===== src/rtl/memory_arbiter_pkg.sv =====
// Shared encodings for the fetch/load/store memory arbiter.
// Owner ids double as bit positions in the one-hot grant vector.
package memory_arbiter_pkg;

  typedef enum logic [1:0] {
    OWNER_FETCH = 2'd0,
    OWNER_LOAD  = 2'd1,
    OWNER_STORE = 2'd2
  } owner_e;

  localparam logic [1:0] ST_IDLE  = 2'd0;
  localparam logic [1:0] ST_ISSUE = 2'd1;
  localparam logic [1:0] ST_WAIT  = 2'd2;

  localparam int DEFAULT_STARVE_LIMIT = 4;

  function automatic owner_e grant_to_owner(input logic [2:0] grant);
    if (grant[OWNER_STORE])     return OWNER_STORE;
    else if (grant[OWNER_LOAD]) return OWNER_LOAD;
    else                        return OWNER_FETCH;
  endfunction

endpackage


===== src/rtl/memory_arbiter_grant_select.sv =====
// Fixed-priority grant (store > load > fetch) with an aging counter that
// forces fetch to win after STARVE_LIMIT consecutive lost arbitrations.
module arbiter_grant_select
  import memory_arbiter_pkg::*;
#(
  parameter int STARVE_LIMIT = DEFAULT_STARVE_LIMIT
) (
  input  logic       clock,
  input  logic       reset,
  input  logic       i_fetch_valid,
  input  logic       i_load_valid,
  input  logic       i_store_valid,
  input  logic       i_accept,
  output logic [2:0] o_grant
);

  localparam int AGE_W = (STARVE_LIMIT > 0) ? $clog2(STARVE_LIMIT + 1) : 1;
  localparam logic [AGE_W-1:0] AGE_LIMIT = AGE_W'(STARVE_LIMIT);

  logic [AGE_W-1:0] r_age;
  logic             w_starved;
  logic [2:0]       w_grant;

  assign w_starved = (STARVE_LIMIT != 0) && (r_age >= AGE_LIMIT);

  // NOTE: every always_comb output gets a default first, so no path leaves it unassigned and no latch is inferred.
  always_comb begin
    w_grant = '0;
    if (w_starved && i_fetch_valid) w_grant[OWNER_FETCH] = 1'b1;
    else if (i_store_valid)         w_grant[OWNER_STORE] = 1'b1;
    else if (i_load_valid)          w_grant[OWNER_LOAD]  = 1'b1;
    else if (i_fetch_valid)         w_grant[OWNER_FETCH] = 1'b1;
  end

  assign o_grant = w_grant;

  // NOTE: sequential state uses non-blocking assignments so all flops update together at the edge.
  always_ff @(posedge clock or posedge reset) begin
    if (reset) begin
      r_age <= '0;
    end else if (i_accept) begin
      if (w_grant[OWNER_FETCH])
        r_age <= '0;
      else if (i_fetch_valid && (r_age < AGE_LIMIT))
        r_age <= r_age + AGE_W'(1);
    end
  end

endmodule


===== src/rtl/memory_arbiter.sv =====
// Single-outstanding arbiter sharing one memory port between fetch, load
// and store; owns the IDLE/ISSUE/WAIT FSM, request latches and response routing.
module memory_arbiter
  import memory_arbiter_pkg::*;
#(
  parameter int ADDR_WIDTH   = 32,
  parameter int DATA_WIDTH   = 32,
  parameter int STARVE_LIMIT = DEFAULT_STARVE_LIMIT
) (
  input  logic                    clock,
  input  logic                    reset,
  input  logic                    fetch_req_valid,
  output logic                    fetch_req_ready,
  input  logic [ADDR_WIDTH-1:0]   fetch_addr,
  output logic                    fetch_resp_valid,
  output logic [DATA_WIDTH-1:0]   fetch_resp_data,
  input  logic                    load_req_valid,
  output logic                    load_req_ready,
  input  logic [ADDR_WIDTH-1:0]   load_addr,
  output logic                    load_resp_valid,
  output logic [DATA_WIDTH-1:0]   load_resp_data,
  input  logic                    store_req_valid,
  output logic                    store_req_ready,
  input  logic [ADDR_WIDTH-1:0]   store_addr,
  input  logic [DATA_WIDTH-1:0]   store_wdata,
  input  logic [DATA_WIDTH/8-1:0] store_wstrb,
  output logic                    store_done,
  output logic                    mem_req_valid,
  input  logic                    mem_req_ready,
  output logic                    mem_we,
  output logic [ADDR_WIDTH-1:0]   mem_addr,
  output logic [DATA_WIDTH-1:0]   mem_wdata,
  output logic [DATA_WIDTH/8-1:0] mem_wstrb,
  input  logic                    mem_rsp_valid,
  input  logic [DATA_WIDTH-1:0]   mem_rsp_data,
  output logic                    protocol_error
);

  localparam int STRB_W = DATA_WIDTH / 8;

  logic [1:0]            r_state;
  owner_e                r_owner;
  logic [ADDR_WIDTH-1:0] r_addr;
  logic [DATA_WIDTH-1:0] r_wdata;
  logic [STRB_W-1:0]     r_wstrb;
  logic                  r_we;

  logic                  r_fetch_resp_valid;
  logic [DATA_WIDTH-1:0] r_fetch_resp_data;
  logic                  r_load_resp_valid;
  logic [DATA_WIDTH-1:0] r_load_resp_data;
  logic                  r_store_done;
  logic                  r_protocol_error;

  logic                  w_any_valid;
  logic                  w_accept;
  logic [2:0]            w_grant;
  owner_e                w_owner;
  logic [ADDR_WIDTH-1:0] w_sel_addr;
  logic [DATA_WIDTH-1:0] w_sel_wdata;
  logic [STRB_W-1:0]     w_sel_wstrb;
  logic                  w_sel_we;

  assign w_any_valid = fetch_req_valid | load_req_valid | store_req_valid;
  // Ready is combinational, so it is also gated by reset to keep outputs at 0.
  assign w_accept    = (r_state == ST_IDLE) && w_any_valid && !reset;

  arbiter_grant_select #(
    .STARVE_LIMIT (STARVE_LIMIT)
  ) u_grant_select (
    .clock         (clock),
    .reset         (reset),
    .i_fetch_valid (fetch_req_valid),
    .i_load_valid  (load_req_valid),
    .i_store_valid (store_req_valid),
    .i_accept      (w_accept),
    .o_grant       (w_grant)
  );

  assign w_owner = grant_to_owner(w_grant);

  always_comb begin
    w_sel_addr  = fetch_addr;
    w_sel_wdata = '0;
    w_sel_wstrb = '0;
    w_sel_we    = 1'b0;
    case (w_owner)
      OWNER_LOAD: w_sel_addr = load_addr;
      OWNER_STORE: begin
        w_sel_addr  = store_addr;
        w_sel_wdata = store_wdata;
        w_sel_wstrb = store_wstrb;
        w_sel_we    = 1'b1;
      end
      default: ;
    endcase
  end

  always_ff @(posedge clock or posedge reset) begin
    if (reset) begin
      r_state <= ST_IDLE;
      r_owner <= OWNER_FETCH;
      r_addr  <= '0;
      r_wdata <= '0;
      r_wstrb <= '0;
      r_we    <= 1'b0;
    end else begin
      case (r_state)
        ST_IDLE: begin
          if (w_accept) begin
            r_owner <= w_owner;
            r_addr  <= w_sel_addr;
            r_wdata <= w_sel_wdata;
            r_wstrb <= w_sel_wstrb;
            r_we    <= w_sel_we;
            r_state <= ST_ISSUE;
          end
        end
        ST_ISSUE: if (mem_req_ready) r_state <= ST_WAIT;
        ST_WAIT:  if (mem_rsp_valid) r_state <= ST_IDLE;
        default:  r_state <= ST_IDLE;
      endcase
    end
  end

  // Response pulses last one cycle; data registers of non-owners hold their value.
  always_ff @(posedge clock or posedge reset) begin
    if (reset) begin
      r_fetch_resp_valid <= 1'b0;
      r_fetch_resp_data  <= '0;
      r_load_resp_valid  <= 1'b0;
      r_load_resp_data   <= '0;
      r_store_done       <= 1'b0;
      r_protocol_error   <= 1'b0;
    end else begin
      r_fetch_resp_valid <= 1'b0;
      r_load_resp_valid  <= 1'b0;
      r_store_done       <= 1'b0;
      if (mem_rsp_valid && (r_state != ST_WAIT))
        r_protocol_error <= 1'b1;
      if ((r_state == ST_WAIT) && mem_rsp_valid) begin
        case (r_owner)
          OWNER_FETCH: begin
            r_fetch_resp_data  <= mem_rsp_data;
            r_fetch_resp_valid <= 1'b1;
          end
          OWNER_LOAD: begin
            r_load_resp_data  <= mem_rsp_data;
            r_load_resp_valid <= 1'b1;
          end
          OWNER_STORE: r_store_done <= 1'b1;
          default: ;
        endcase
      end
    end
  end

  assign fetch_req_ready  = w_accept & w_grant[OWNER_FETCH];
  assign load_req_ready   = w_accept & w_grant[OWNER_LOAD];
  assign store_req_ready  = w_accept & w_grant[OWNER_STORE];

  assign mem_req_valid    = (r_state == ST_ISSUE);
  assign mem_we           = r_we;
  assign mem_addr         = r_addr;
  assign mem_wdata        = r_wdata;
  assign mem_wstrb        = r_wstrb;

  assign fetch_resp_valid = r_fetch_resp_valid;
  assign fetch_resp_data  = r_fetch_resp_data;
  assign load_resp_valid  = r_load_resp_valid;
  assign load_resp_data   = r_load_resp_data;
  assign store_done       = r_store_done;
  assign protocol_error   = r_protocol_error;

endmodule


===== config.mk =====
export PLATFORM = sky130hd
export DESIGN_NAME = memory_arbiter
export DESIGN_NICKNAME = d
export VERILOG_FILES = /design/src/rtl/memory_arbiter_pkg.sv /design/src/rtl/memory_arbiter_grant_select.sv /design/src/rtl/memory_arbiter.sv
export SDC_FILE = /design/constraint.sdc
export NUM_CORES = 1
export LEC_CHECK = 0
export CAP_MARGIN = 25
export CORE_ASPECT_RATIO = 1.2
export CORE_MARGIN = 4
export CORE_UTILIZATION = 43
export DETAILED_ROUTE_END_ITERATION = 12
export GPL_TIMING_DRIVEN = 0
export PLACE_DENSITY_LB_ADDON = 0.25
export SLEW_MARGIN = 15
export SYNTH_ARGS = -nofsm -noshare
export SYNTH_HDL_FRONTEND = slang
export SYNTH_SLANG_ARGS = --single-unit

===== constraint.sdc =====
create_clock -name clock -period 12.72 [get_ports clock]
set_input_delay 2.544 -clock clock [delete_from_list [all_inputs] [get_ports clock]]
set_output_delay 2.544 -clock clock [all_outputs]
set_load 0.05 [all_outputs]

==> flow_summary.rst <==
.. list-table::
   :header-rows: 1

   * - Metric
     - Value
   * - I/O Buffers
     - 310
   * - Final Skew
     - 9.85 ps
   * - DRC
     - 0
   * - Max-slew violations
     - 0
   * - Highest attainable clock frequency
     - 129 MHz
   * - Maximum number of pins on one net before global-route repair
     - 96
   * - Type of element launching the critical path
     - input port
   * - Leak
     - 0.00433 uW
   * - Worst Reg-to-Reg Cells
     - 5
   * - Number of unique standard cell types used by synthesis
     - 32
   * - Main area contributors after synthesis
     - dfrtp_1 59%, mux2_4 7.2%, nand4_1 6.6%, nand3_1 5.3%, a22o_1 5.2%
   * - Clk network pwr share
     - 17.7%
   * - Number of warning messages in the yosys log
     - 0
   * - Most common cell in the synthesized netlist
     - dfrtp_1
   * - Count of hold-fix buffers inserted at cts
     - 0
   * - Power density over the cells
     - 274 mW/mm^2
   * - Worst Setup SP
     - reset
   * - CTS tree
     - done
   * - Crit. End Element
     - output port
   * - Final wirelength
     - 20100 microns
   * - Height of the die
     - 138 microns
   * - Violation count after the first detailed-route iteration
     - 278
   * - Int Pwr
     - 1460 uW
   * - Async set-or-reset flop fraction in the synthesized netlist
     - 100%
   * - Fin nets
     - 988
   * - Post-detailed-route count of antenna-violating nets
     - 0
   * - Max Root-Sink Buffers
     - 2
   * - Status
     - complete, no violations
   * - Row count
     - 47
   * - Relative contribution of sequential cells to total power
     - 27.8%
   * - Area share of the largest cell type after synthesis
     - 59.3%
   * - Wire length of the first global-routing pass
     - 31300 microns
   * - Clock insertion delay at the later pin of the skew report
     - 410 ps
   * - All-Layer GR Usage
     - 24.7%
   * - Share of the yosys chip area belonging to registers
     - 59.3%
   * - Post-cts resize count
     - 0
   * - Fraction of layout instances using a drive strength above 1
     - 13.0%
   * - Core Region
     - 0.0138 sq mm
   * - Syn_area_per_cell
     - 12.5 sq um
   * - Diodes inserted
     - 0
   * - Ports
     - 312
   * - Worst-case headroom to the max-slew limit
     - 47.0%
   * - Vias in the first global route
     - 5917
   * - Type of the worst min-delay path
     - reg2reg
   * - Final critical-path share of the clock period
     - 60.8%
   * - Largest fanout on the critical path
     - 10
   * - Area enclosed by the die boundary
     - 0.0161 sq mm
   * - Layout overhead on the synthesized area
     - 64.7%
   * - Number of buffers added by the clock tree synthesis step
     - 17
   * - Setup Crit Path Kind
     - in2out
   * - Vias post-DR
     - 5574
   * - Data arrival, critical path
     - 5190 ps
   * - Final setup fails
     - 0
   * - Number of sinks driven by the clock tree
     - 144
   * - R2R Path Start
     - u_grant_select.r_age[2]
   * - Post-synthesis register bit count
     - 144
   * - Die width
     - 117 microns
   * - Routed wire length per instance
     - 20.1 microns
   * - Share of total power consumed by net switching
     - 46.6%
   * - Number of synthesized flops with an enable pin
     - 0
   * - CP endpoint
     - load_req_ready
   * - Relative contribution of combinational cells to total power
     - 54.5%
   * - Post-CTS setup repair buffer count
     - 0
   * - Clock-pin slew on the worst setup and hold paths
     - 60 ps
   * - Flop-to-flop setup slack
     - 10720 ps
   * - Required time worst endpoint
     - 10180 ps
   * - Final core area utilization
     - 72.5%
   * - Number of antenna violations at the first check in global routing
     - 0
   * - Leading cell types by count after synthesis
     - 144 x dfrtp_1, 64 x nand3_1, 64 x nand4_1
   * - Tmin final
     - 7730 ps
   * - Worst VDD drop
     - 0.197 mV
   * - Effective utilization at floorplan
     - 44.0%
   * - Aggregate negative setup slack
     - 0 ps
   * - Most common flop cell mapped by yosys
     - dfrtp_1
   * - DP Wirelength
     - 15300 microns
   * - Measured slew at the worst slew-check pin
     - 789 ps
   * - Switching power summed over all nets
     - 1280 uW
   * - Vias per Instance
     - 5.57
   * - Buffer cell driving the clock tree root
     - clkbuf_16
   * - Total iterations of the first detailed-routing run
     - 5
   * - Synthesized Nets
     - 658
   * - Final hold viol count
     - 0
   * - Final weighted congestion of routability-driven global placement
     - 0.955
   * - Endpoint of the lowest-slack register-to-register path
     - mem_wdata[6]
   * - Most area-hungry cell type in the Yosys netlist
     - dfrtp_1
   * - CTS H-tree lvls
     - 4
   * - Setup repair after global routing missed its margin
     - false
   * - Number of cells produced by synthesis
     - 486
   * - Gr ovfl total
     - 0
   * - Post-Synthesis Cell Area
     - 0.00608 sq mm
   * - Reported max-cap violation count
     - 0
[flip-flops by register name, summed over array words and instances (netlist names)]
name and count:
mem_we 1, fetch_resp_valid 1, mem_wdata 32, fetch_resp_data 32
protocol_error 1, u_grant_select.r_age 3, r_owner 2, load_resp_data 32
r_state 2, mem_wstrb 4, load_resp_valid 1, mem_addr 32
store_done 1
[kinds of logic after synthesis]
kind of cell | Yosys count | synth area share (%)
mux | 64 | 13.6
simple gates | 148 | 13.9
fa+ha+maj | 1 | 0.206
compound gates | 79 | 9.14
flops | 144 | 59.3
buf+inv | 50 | 3.87
[critical path: stages]
cell and delay [ps]:
clkdlybuf4s50_1 550, a2111oi_1 650, buf_2 330, and2_1 210
clkdlybuf4s50_1 900
[power by group through the flow]
stage,combinational [uW],clock [uW],sequential (uW)
2_1_floorplan,322,0,1390
3_3_place_gp,1480,0,756
3_5_place_dp,1500,0,765
4_1_cts,1500,494,761
5_1_grt,1560,513,785
6_report,1500,485,761
[how the worst min path moves through the flow]
stage	from	to	slack [ps]	cells after the start
floorplan	u_grant_select.r_age[1]	u_grant_select.r_age[1]	450	2
global placement	protocol_error	protocol_error	440	1
detailed placement	mem_we	mem_we	470	1
CTS	mem_we	mem_we	480	1
global route	protocol_error	protocol_error	500	1
finish	mem_we	mem_we	480	1
[cell type report]
class	instances	area, sq um
fillers	956	3810
multi-input cells	292	2240
repair buffers	311	3130
plain buffers	46	220
clock buffers	18	429
inverters	4	22.5
clock inverters	14	151
well taps	171	214
flip-flops and latches	144	3600
[metal layers]
layer | part of all wire (%) | global-route usage [%]
met1 | 36 | 28.9
met2 | 51 | 41.9
met3 | 9.3 | 8.00
met4 | 3.4 | 9.42
met5 | 0 | 0.317
[placed cells by master (no fill, tap or decap), types with 3 or more instances in the layout]
master	Yosys	final
a21o_1	5	5
a22o_1	36	36
buf_2	17	17
buf_6	3	3
clkbuf_1	24	25
clkbuf_16	0	17
clkdlybuf4s50_1	0	310
clkinvlp_4	0	4
dfrtp_1	144	144
inv_1	4	3
inv_6	0	4
inv_8	0	3
mux2_1	11	11
mux2_2	24	24
mux2_4	29	29
nand2_1	3	3
nand3_1	64	64
nand4_1	64	64
nor3_1	3	3
o21ai_0	34	34
[through the flow]
stage | std cells | total power, uW | cell area, sq um | hold slack, ps | setup slack, ps
floorplan | 486 | 1710 | 6080 | 453 | 6310
global placement | 967 | 2230 | 9400 | 445 | 4450
detailed placement | 968 | 2260 | 9430 | 466 | 4970
CTS | 1000 | 2760 | 10000 | 479 | 4970
global route | 1000 | 2850 | 10000 | 505 | 4880
finish | 1000 | 2740 | 10000 | 476 | 4990
Power figures use the tool's default switching activity.
